--- config.mk ---
export PLATFORM = sky130hd
export DESIGN_NAME = spi_adc_responder
export DESIGN_NICKNAME = d
export VERILOG_FILES = /design/src/rtl/spi_adc_responder.sv
export SDC_FILE = /design/constraint.sdc
export NUM_CORES = 1
export LEC_CHECK = 0
export BUFFER_PORTS_ARGS = -buffer_cell sky130_fd_sc_hd__buf_4
export CAP_MARGIN = 30
export CORE_ASPECT_RATIO = 1.2
export CORE_UTILIZATION = 50
export CTS_BUF_LIST = sky130_fd_sc_hd__clkbuf_8
export CTS_CLUSTER_DIAMETER = 50
export DETAILED_ROUTE_END_ITERATION = 10
export GPL_TIMING_DRIVEN = 1
export PLACE_DENSITY_LB_ADDON = 0.12
export RECOVER_POWER = 100
export SYNTH_ARGS = -nofsm -noshare
export SYNTH_HDL_FRONTEND = slang
export SYNTH_SLANG_ARGS = --single-unit
--- constraint.sdc ---
create_clock -name clk -period 5.6 [get_ports clk]
set_clock_uncertainty 0.2 [all_clocks]
set_input_delay 1.12 -clock clk [delete_from_list [all_inputs] [get_ports clk]]
set_output_delay 1.12 -clock clk [all_outputs]
set_load 0.02 [all_outputs]
--- src/rtl/spi_adc_responder.sv ---
// Dual-channel SPI ADC emulator: shifts {zeros, sample} on two MISO lines per CS frame.
// Optional feature macro: SPI_ADC_RESP_PATTERN_EN (internal counting test pattern replaces the sample inputs).
module spi_adc_responder #(
    parameter int SYNC_STAGES = 2,
    parameter int DATA_W      = 12,
    parameter int LEAD_ZEROS  = 4
) (
    input  logic              clk,
    input  logic              rst,
    input  logic              spi_cs_ni,
    input  logic              spi_sck_i,
    output logic [1:0]        spi_miso_o,
    output logic              spi_miso_oe_o,
    input  logic [DATA_W-1:0] sample0_i,
    input  logic [DATA_W-1:0] sample1_i,
    output logic              sample_load_o,
    output logic              frame_done_o,
    output logic              frame_err_o,
    output logic [15:0]       frame_cnt_o
);

    localparam int FRAME_BITS = LEAD_ZEROS + DATA_W;
    localparam int CNT_W      = $clog2(FRAME_BITS + 1);

    typedef enum logic [1:0] {
        IDLE  = 2'd0,
        SHIFT = 2'd1,
        DONE  = 2'd2
    } state_t;

    logic [SYNC_STAGES-1:0] r_cs_sync;
    logic [SYNC_STAGES-1:0] r_sck_sync;
    logic                   r_cs_prev;
    logic                   r_sck_prev;
    logic [2:0]             r_settle;
    logic                   r_armed;

    state_t                 r_state;
    logic [FRAME_BITS-1:0]  r_sh0;
    logic [FRAME_BITS-1:0]  r_sh1;
    logic [CNT_W-1:0]       r_bit_cnt;
    logic [1:0]             r_miso;
    logic                   r_oe;
    logic                   r_load;
    logic                   r_done;
    logic                   r_err;
    logic [15:0]            r_frame_cnt;

    logic                   w_cs_fall;
    logic                   w_cs_rise;
    logic                   w_sck_fall;
    logic [DATA_W-1:0]      w_samp0;
    logic [DATA_W-1:0]      w_samp1;
    logic [FRAME_BITS-1:0]  w_load0;
    logic [FRAME_BITS-1:0]  w_load1;

    // Synchronizer chains plus one extra flop each for edge detection; idle level is high.
    always_ff @(posedge clk or posedge rst) begin
        if (rst) begin
            r_cs_sync  <= '1;
            r_sck_sync <= '1;
            r_cs_prev  <= 1'b1;
            r_sck_prev <= 1'b1;
        end else begin
            r_cs_sync  <= {r_cs_sync[SYNC_STAGES-2:0], spi_cs_ni};
            r_sck_sync <= {r_sck_sync[SYNC_STAGES-2:0], spi_sck_i};
            r_cs_prev  <= r_cs_sync[SYNC_STAGES-1];
            r_sck_prev <= r_sck_sync[SYNC_STAGES-1];
        end
    end

    // After reset the chain holds fake idle ones; only accept a CS fall once a genuine high was seen.
    always_ff @(posedge clk or posedge rst) begin
        if (rst) begin
            r_settle <= 3'd0;
            r_armed  <= 1'b0;
        end else if (r_settle != 3'(SYNC_STAGES)) begin
            r_settle <= r_settle + 3'd1;
        end else if (r_cs_sync[SYNC_STAGES-1]) begin
            r_armed <= 1'b1;
        end else begin
            r_armed <= r_armed;
        end
    end

    assign w_cs_fall  = r_armed & r_cs_prev & ~r_cs_sync[SYNC_STAGES-1];
    assign w_cs_rise  = ~r_cs_prev & r_cs_sync[SYNC_STAGES-1];
    assign w_sck_fall = r_sck_prev & ~r_sck_sync[SYNC_STAGES-1];

`ifdef SPI_ADC_RESP_PATTERN_EN
    logic [DATA_W-1:0] r_pattern;
    logic              w_unused;

    // Pattern advances once per frame load, so consecutive frames carry 0, 1, 2, ...
    always_ff @(posedge clk or posedge rst) begin
        if (rst) begin
            r_pattern <= '0;
        end else if (r_load) begin
            r_pattern <= r_pattern + DATA_W'(1);
        end else begin
            r_pattern <= r_pattern;
        end
    end

    assign w_samp0  = r_pattern;
    assign w_samp1  = ~r_pattern;
    assign w_unused = ^{sample0_i, sample1_i};
`else
    assign w_samp0 = sample0_i;
    assign w_samp1 = sample1_i;
`endif

    assign w_load0 = {{LEAD_ZEROS{1'b0}}, w_samp0};
    assign w_load1 = {{LEAD_ZEROS{1'b0}}, w_samp1};

    // Frame FSM; MISO is registered alongside the shift registers so it always equals the live MSBs.
    always_ff @(posedge clk or posedge rst) begin
        if (rst) begin
            r_state     <= IDLE;
            r_sh0       <= '0;
            r_sh1       <= '0;
            r_bit_cnt   <= '0;
            r_miso      <= 2'b00;
            r_oe        <= 1'b0;
            r_load      <= 1'b0;
            r_done      <= 1'b0;
            r_err       <= 1'b0;
            r_frame_cnt <= 16'h0000;
        end else begin
            r_load <= 1'b0;
            r_done <= 1'b0;
            r_err  <= 1'b0;
            case (r_state)
                IDLE: begin
                    if (w_cs_fall) begin
                        r_sh0     <= w_load0;
                        r_sh1     <= w_load1;
                        r_bit_cnt <= '0;
                        r_miso    <= {w_load1[FRAME_BITS-1], w_load0[FRAME_BITS-1]};
                        r_oe      <= 1'b1;
                        r_load    <= 1'b1;
                        r_state   <= SHIFT;
                    end else begin
                        r_miso <= 2'b00;
                        r_oe   <= 1'b0;
                    end
                end
                SHIFT: begin
                    // CS rise takes priority: a coincident SCK fall is not counted.
                    if (w_cs_rise) begin
                        r_err     <= 1'b1;
                        r_oe      <= 1'b0;
                        r_miso    <= 2'b00;
                        r_sh0     <= '0;
                        r_sh1     <= '0;
                        r_bit_cnt <= '0;
                        r_state   <= IDLE;
                    end else if (w_sck_fall) begin
                        r_sh0     <= {r_sh0[FRAME_BITS-2:0], 1'b0};
                        r_sh1     <= {r_sh1[FRAME_BITS-2:0], 1'b0};
                        r_bit_cnt <= r_bit_cnt + CNT_W'(1);
                        if (r_bit_cnt == CNT_W'(FRAME_BITS - 1)) begin
                            r_miso      <= 2'b00;
                            r_done      <= 1'b1;
                            r_frame_cnt <= r_frame_cnt + 16'd1;
                            r_state     <= DONE;
                        end else begin
                            r_miso <= {r_sh1[FRAME_BITS-2], r_sh0[FRAME_BITS-2]};
                        end
                    end else begin
                        r_state <= SHIFT;
                    end
                end
                DONE: begin
                    r_miso <= 2'b00;
                    if (w_cs_rise) begin
                        r_oe    <= 1'b0;
                        r_state <= IDLE;
                    end else begin
                        r_state <= DONE;
                    end
                end
                default: begin
                    r_miso  <= 2'b00;
                    r_oe    <= 1'b0;
                    r_state <= IDLE;
                end
            endcase
        end
    end

    assign spi_miso_o    = r_miso;
    assign spi_miso_oe_o = r_oe;
    assign sample_load_o = r_load;
    assign frame_done_o  = r_done;
    assign frame_err_o   = r_err;
    assign frame_cnt_o   = r_frame_cnt;

endmodule

Yosys cells after proc, flatten, opt, wreduce, memory -nomap -nowiden --
Index checks and enable logic that the tools add are counted.
Operators by class: add/subtract/negate cells 3, equal/unequal tests 8, multiplexer cells 32, bitwise logic cells 9, reduce and logical (&&, ||, !) cells 7
Operators with widths (count):
- 2-to-1 mux 15 bit | 6
- one-hot mux 15 bit (2 select lines) | 2
- 2-to-1 mux 2 bit | 9
- adder 16 x 1 -> 16 bit, second input constant | 1
- 2-to-1 mux 5 bit | 3
- one-hot mux 5 bit (2 select lines) | 1
- 2-to-1 mux 1 bit | 9
- one-hot mux 2 bit (3 select lines) | 1
- adder 5 x 1 -> 5 bit, second input constant | 1
- equality test 5 x 4 -> 1 bit, second input constant | 1
- inverter 1 bit | 5
- bitwise AND 1 bit | 4
- inequality test 4 bit, second input constant | 1
- AND reduction 2 bit | 2
- AND reduction 4 bit | 1
- adder 3 x 1 -> 3 bit, second input constant | 1
- inequality test 3 x 2 -> 1 bit, second input constant | 1
- inequality test 3 bit, second input constant | 1
- AND reduction 3 bit | 1
- equality test 2 x 1 -> 1 bit, second input constant | 1
- equality test 2 bit, second input constant | 1
- logical NOT 2 bit | 1
- inequality test 2 x 1 -> 1 bit, second input constant | 1
- inequality test 2 bit, second input constant | 1
- 3 further kinds | 3
Word-level totals: flip-flop bits (word level) 69, logic and storage cells 75, output and inout bits 22, bits of input ports 28

Logic depth before layout (Yosys ltp) --
word-level depth 5, mapped depth 8, gate-level depth less buffers 6

Worst setup path after synthesis --
Ideal clock, no wire load.
kind register to register, start reg r_bit_cnt[0], end reg r_state[1], arrival 1.805 ns, library setup time 0.125 ns, path slack 3.471 ns, data required time 5.275 ns, cell stages (with the launch flop) 7, cell sequence dfrtp_1 ha_1 and3_1 ha_1 nor4_1 a21oi_1 mux2_2
On the way: longest elaborated chain between the ends 3
Ends and longest elaborated chain:
- start, declared | line 41 | logic [CNT_W-1:0] r_bit_cnt;
- start signal, assigned | line 161 | r_bit_cnt <= r_bit_cnt + CNT_W'(1);
- equality test 5 x 4 -> 1 bit | line 162 | if (r_bit_cnt == CNT_W'(FRAME_BITS - 1)) begin
- inequality test 4 bit (no line)
- AND reduction 2 bit (no line)
- end signal, assigned | line 157 | r_state <= IDLE;
- end signal, assigned | line 166 | r_state <= DONE;
- end signal, assigned | line 171 | r_state <= SHIFT;
- end, declared | line 38 | state_t r_state;
Every way passes these cells. A chain may end at the register's enable or synchronous reset.

Worst setup path after layout --
start reg r_state[1], end reg r_state[0]
On the way: longest elaborated chain between the ends 3, elaborated cells between the ends (all ways) 7
Ends and longest elaborated chain:
- start signal, assigned | line 119 | r_state <= IDLE;
- start signal, assigned | line 142 | r_state <= SHIFT;
- start signal, assigned | line 157
- equality test 2 x 1 -> 1 bit / logical NOT 2 bit (equally long branches) | line 133 | case (r_state)
- inequality test 4 bit (no line) / inequality test 2 bit (equally long branches)
- AND reduction 2 bit (no line)
Parallel ways exist; a longest one is shown, timed or not.

==> results.sh <==
export IMPL_r2r_cells=7
export IMPL_clk_pin_slew_ns=0.06
export IMPL_holdWs_ns=0.161
export IMPL_r2r_end="r_state[0]"
export IMPL_grt_max_degree=70
export IMPL_path_common_cell="inv_1"
export IMPL_crit_fanout=27
export IMPL_timing_final_crit_share_pct=54.7
export IMPL_crit_buf_inv=3
export IMPL_pre_cts_ws_ns=3.03
export IMPL_die_x_um=72.9
export IMPL_rsz0062_at_grt="false"
export IMPL_cts_buffers=9
export IMPL_grt_overflow_total=0
export IMPL_dieArea_um2=6340
export IMPL_row_count=30
export IMPL_antenna_found_initial=0
export IMPL_routed_via_density=5.25
export IMPL_synthFlopType="dfrtp_1"
export IMPL_leakage_nw=1.67
export IMPL_finalHoldViolations=0
export IMPL_fin_tns_setup_ns=0
export IMPL_dpl_hpwl_um=3650
export IMPL_syn_area_per_cell_um2=10.6
export IMPL_hold_path_cell_count=0
export IMPL_cts_repair_resize_count=0
export IMPL_synth_cells=284
export IMPL_cp_cell_sequence="inv_1, ha_1, inv_1, nor2_1, buf_8, a31oi_1, o32ai_1"
export IMPL_first_global_vias=2128
export IMPL_max_freq_ghz=0.327
export IMPL_grt_pass1_wl_um=9540
export IMPL_cpLargestDelayFamily="simple AND/OR/NAND/NOR gates"
export IMPL_cts_path_max_buffers=2
export IMPL_vias=2193
export IMPL_outcome="complete, but fails checks"
export IMPL_holdPathEnd="r_sck_sync[1]"
export IMPL_routed_wl_um=5570
export IMPL_initial_utilization_pct=52.5
export IMPL_dpl_instance_area_um2=3450
export IMPL_crit_type="reg2reg"
export IMPL_syn_nets=321
export IMPL_worstSetupEndpointType="register"
export IMPL_crit_start="r_state[1]"
export IMPL_netlist_area_um2=3010
export IMPL_htreeDepth=3
export IMPL_synth_enable_flop_cells=0
export IMPL_setup_violations=0
export IMPL_setup_worst_path_start_class="register"
export IMPL_gp_congestion=0.800
export IMPL_cp_data_required_time_ns=5.62
export IMPL_period_needed_ns=3.06
export IMPL_cp_arrival_ns=3.08
export IMPL_worstSkewPairLatency_ns=0.33
export IMPL_cts_setup_buffers=0
export IMPL_hold_buffers=0
export IMPL_cts_sinks=69
export IMPL_dr_pass1_iters=5
export IMPL_worstHoldStart="r_sck_sync[0]"
export IMPL_async_flop_share_pct=100
export IMPL_slew_viol_final=37
export IMPL_worst_pin_slew_ns=1.53
export IMPL_synth_seq_area_share_pct=57.5
export IMPL_grtUsageTotal_pct=19.7
export IMPL_pin_count=50
export IMPL_final_cell_area_um2=3530
export IMPL_antenna_left=0
export IMPL_dieHeight_um=87.1
export IMPL_cts_tree="yes"
export IMPL_ys_types=40
export IMPL_max_slew_margin_pct=-2.15
export IMPL_fin_ws_ns=2.54
export IMPL_n_antenna_cell=0
export IMPL_yosys_warnings=0
export IMPL_ys_ff_latch=69
export IMPL_wl_per_cell_um=13.3
export IMPL_rr_startpoint="r_state[1]"
export IMPL_rrSetupSlack_ns=2.54
export IMPL_violations="max-capacitance violations, max-slew violations"
export IMPL_cp_slowest_cell="nor2_1"
export IMPL_worstHoldPathType="reg2reg"
export IMPL_max_stage_delay_ns=0.94
export IMPL_io_buffers=49
export IMPL_peakVddDrop_mv=0.292
export IMPL_coreArea_um2=5740
export IMPL_powerDensity_nw_per_um2=423
export IMPL_final_core_util_pct=61.5
export IMPL_root_buffer="clkbuf_8"
export IMPL_syn_to_final_growth_pct=17.1
export IMPL_cap_violations=1
export IMPL_nets=370
export IMPL_drive_gt1_share_pct=14.8
export IMPL_drcViolationCount=0
export IMPL_drt_iter0_markers=136
## synthesized netlist by cell type, types with 2 or more instances
cell      count  share of area (%)
and3_1        5                1.0
nand4_1       3               0.62
buf_6         2               0.75
a22o_1        3               0.87
nor3_1        7                1.2
nor4_1        2               0.42
buf_2         3               0.50
clkbuf_1     10                1.2
nor2b_1       2               0.42
ha_1          9                3.7
nor2_1       50                6.2
mux2_2        2               0.75
inv_1        12                1.5
dfrtp_1      63                 52
a21o_1        2               0.50
nand3_1      16                2.7
nor3b_1       2               0.50
nand2_1      25                3.1
xor2_1        8                2.3
o21ai_0       2               0.33
dfstp_2       6                5.2
mux2i_1       2               0.66
xnor2_1       8                2.3
a221oi_1     22                6.4
nand2b_1      3               0.62
## layout make-up
cell class | count | area [um2]
Inverter | 13 | 48.8
Fill cell | 522 | 2210
Clock inverter | 5 | 21.3
Sequential cell | 69 | 1730
Multi-Input combinational cell | 187 | 1160
Clock buffer | 11 | 151
Timing Repair Buffer | 53 | 319
Tap cell | 80 | 100
## metal layers
metal / global-route usage (%) / vias to the layer above / routed length (um)
li1: - / 1085 / -
met4: 7.84 / 0 / 63
met2: 30.9 / 42 / 2650
met3: 5.21 / 5 / 207
met1: 26.0 / 1061 / 2650
met5: 0 / - / 0
## worst register-to-register path, delay by kind of cell, from the launching register on
family / cells / cell delay, ns
simple gates: 1 / 0.95
buf+inv: 3 / 0.74
flops: 1 / 0.41
fa+ha+maj: 1 / 0.27
compound gates: 2 / 0.39
## metrics by stage
step	total power [mW]	cells
2_1_floorplan	1.05	284
3_3_place_gp	1.14	401
3_5_place_dp	1.17	402
4_1_cts	1.52	418
5_1_grt	1.62	418
6_report	1.49	418
## how the worst max path moves through the flow
stage	endpoint	depth (start not counted)
6_report	r_state[0]	7
5_1_grt	r_state[0]	7
4_1_cts	r_state[0]	7
3_5_place_dp	r_state[0]	7
3_3_place_gp	r_state[0]	6
2_1_floorplan	frame_cnt_o[0]	1
## where the power goes
part           internal, mW  switching (mW)  total [mW]
logic                 0.166           0.295       0.462
registers             0.618          0.0655       0.684
clock network         0.179           0.170       0.349
## state kept, by name, summed over array words and instances, names as in the netlist
name,count
frame_err_o,1
sample_load_o,1
spi_miso_oe_o,1
r_sh0,15
r_sck_prev,1
r_bit_cnt,5
r_sh1,15
frame_cnt_o,16
spi_miso_o,2
r_sck_sync,2
r_armed,1
frame_done_o,1
r_settle,3
r_cs_sync,2
r_state,2
r_cs_prev,1
## kinds of logic (layout without fill, tap and decap cells)
| kind of cell | count (synthesis) | in the layout | share of synthesized area [%] |
|---|---|---|---|
| and+or+nand+nor | 122 | 122 | 18.6 |
| DFF | 69 | 69 | 57.5 |
| AOI/OAI and AO/OA | 36 | 36 | 9.92 |
| buffers and inverters | 28 | 82 | 4.11 |
| xor gates and xnor gates | 16 | 16 | 4.65 |
| adders and majority gates | 9 | 9 | 3.74 |
| muxes | 4 | 4 | 1.41 |
## cell usage in the layout, fill, tap and decap left out, types with 3 or more instances in the layout
master and instances:
a221oi_1 22, a22o_1 3, and3_1 5, buf_4 26, clkbuf_1 23, clkbuf_4 3
clkbuf_8 11, dfrtp_1 63, dfstp_2 4, ha_1 9, inv_1 16, nand2_1 25
nand2b_1 3, nand3_1 16, nand4_1 3, nor2_1 50, nor3_1 7, xnor2_1 8
xor2_1 8
Note: power is estimated with default switching activity, not from simulation.
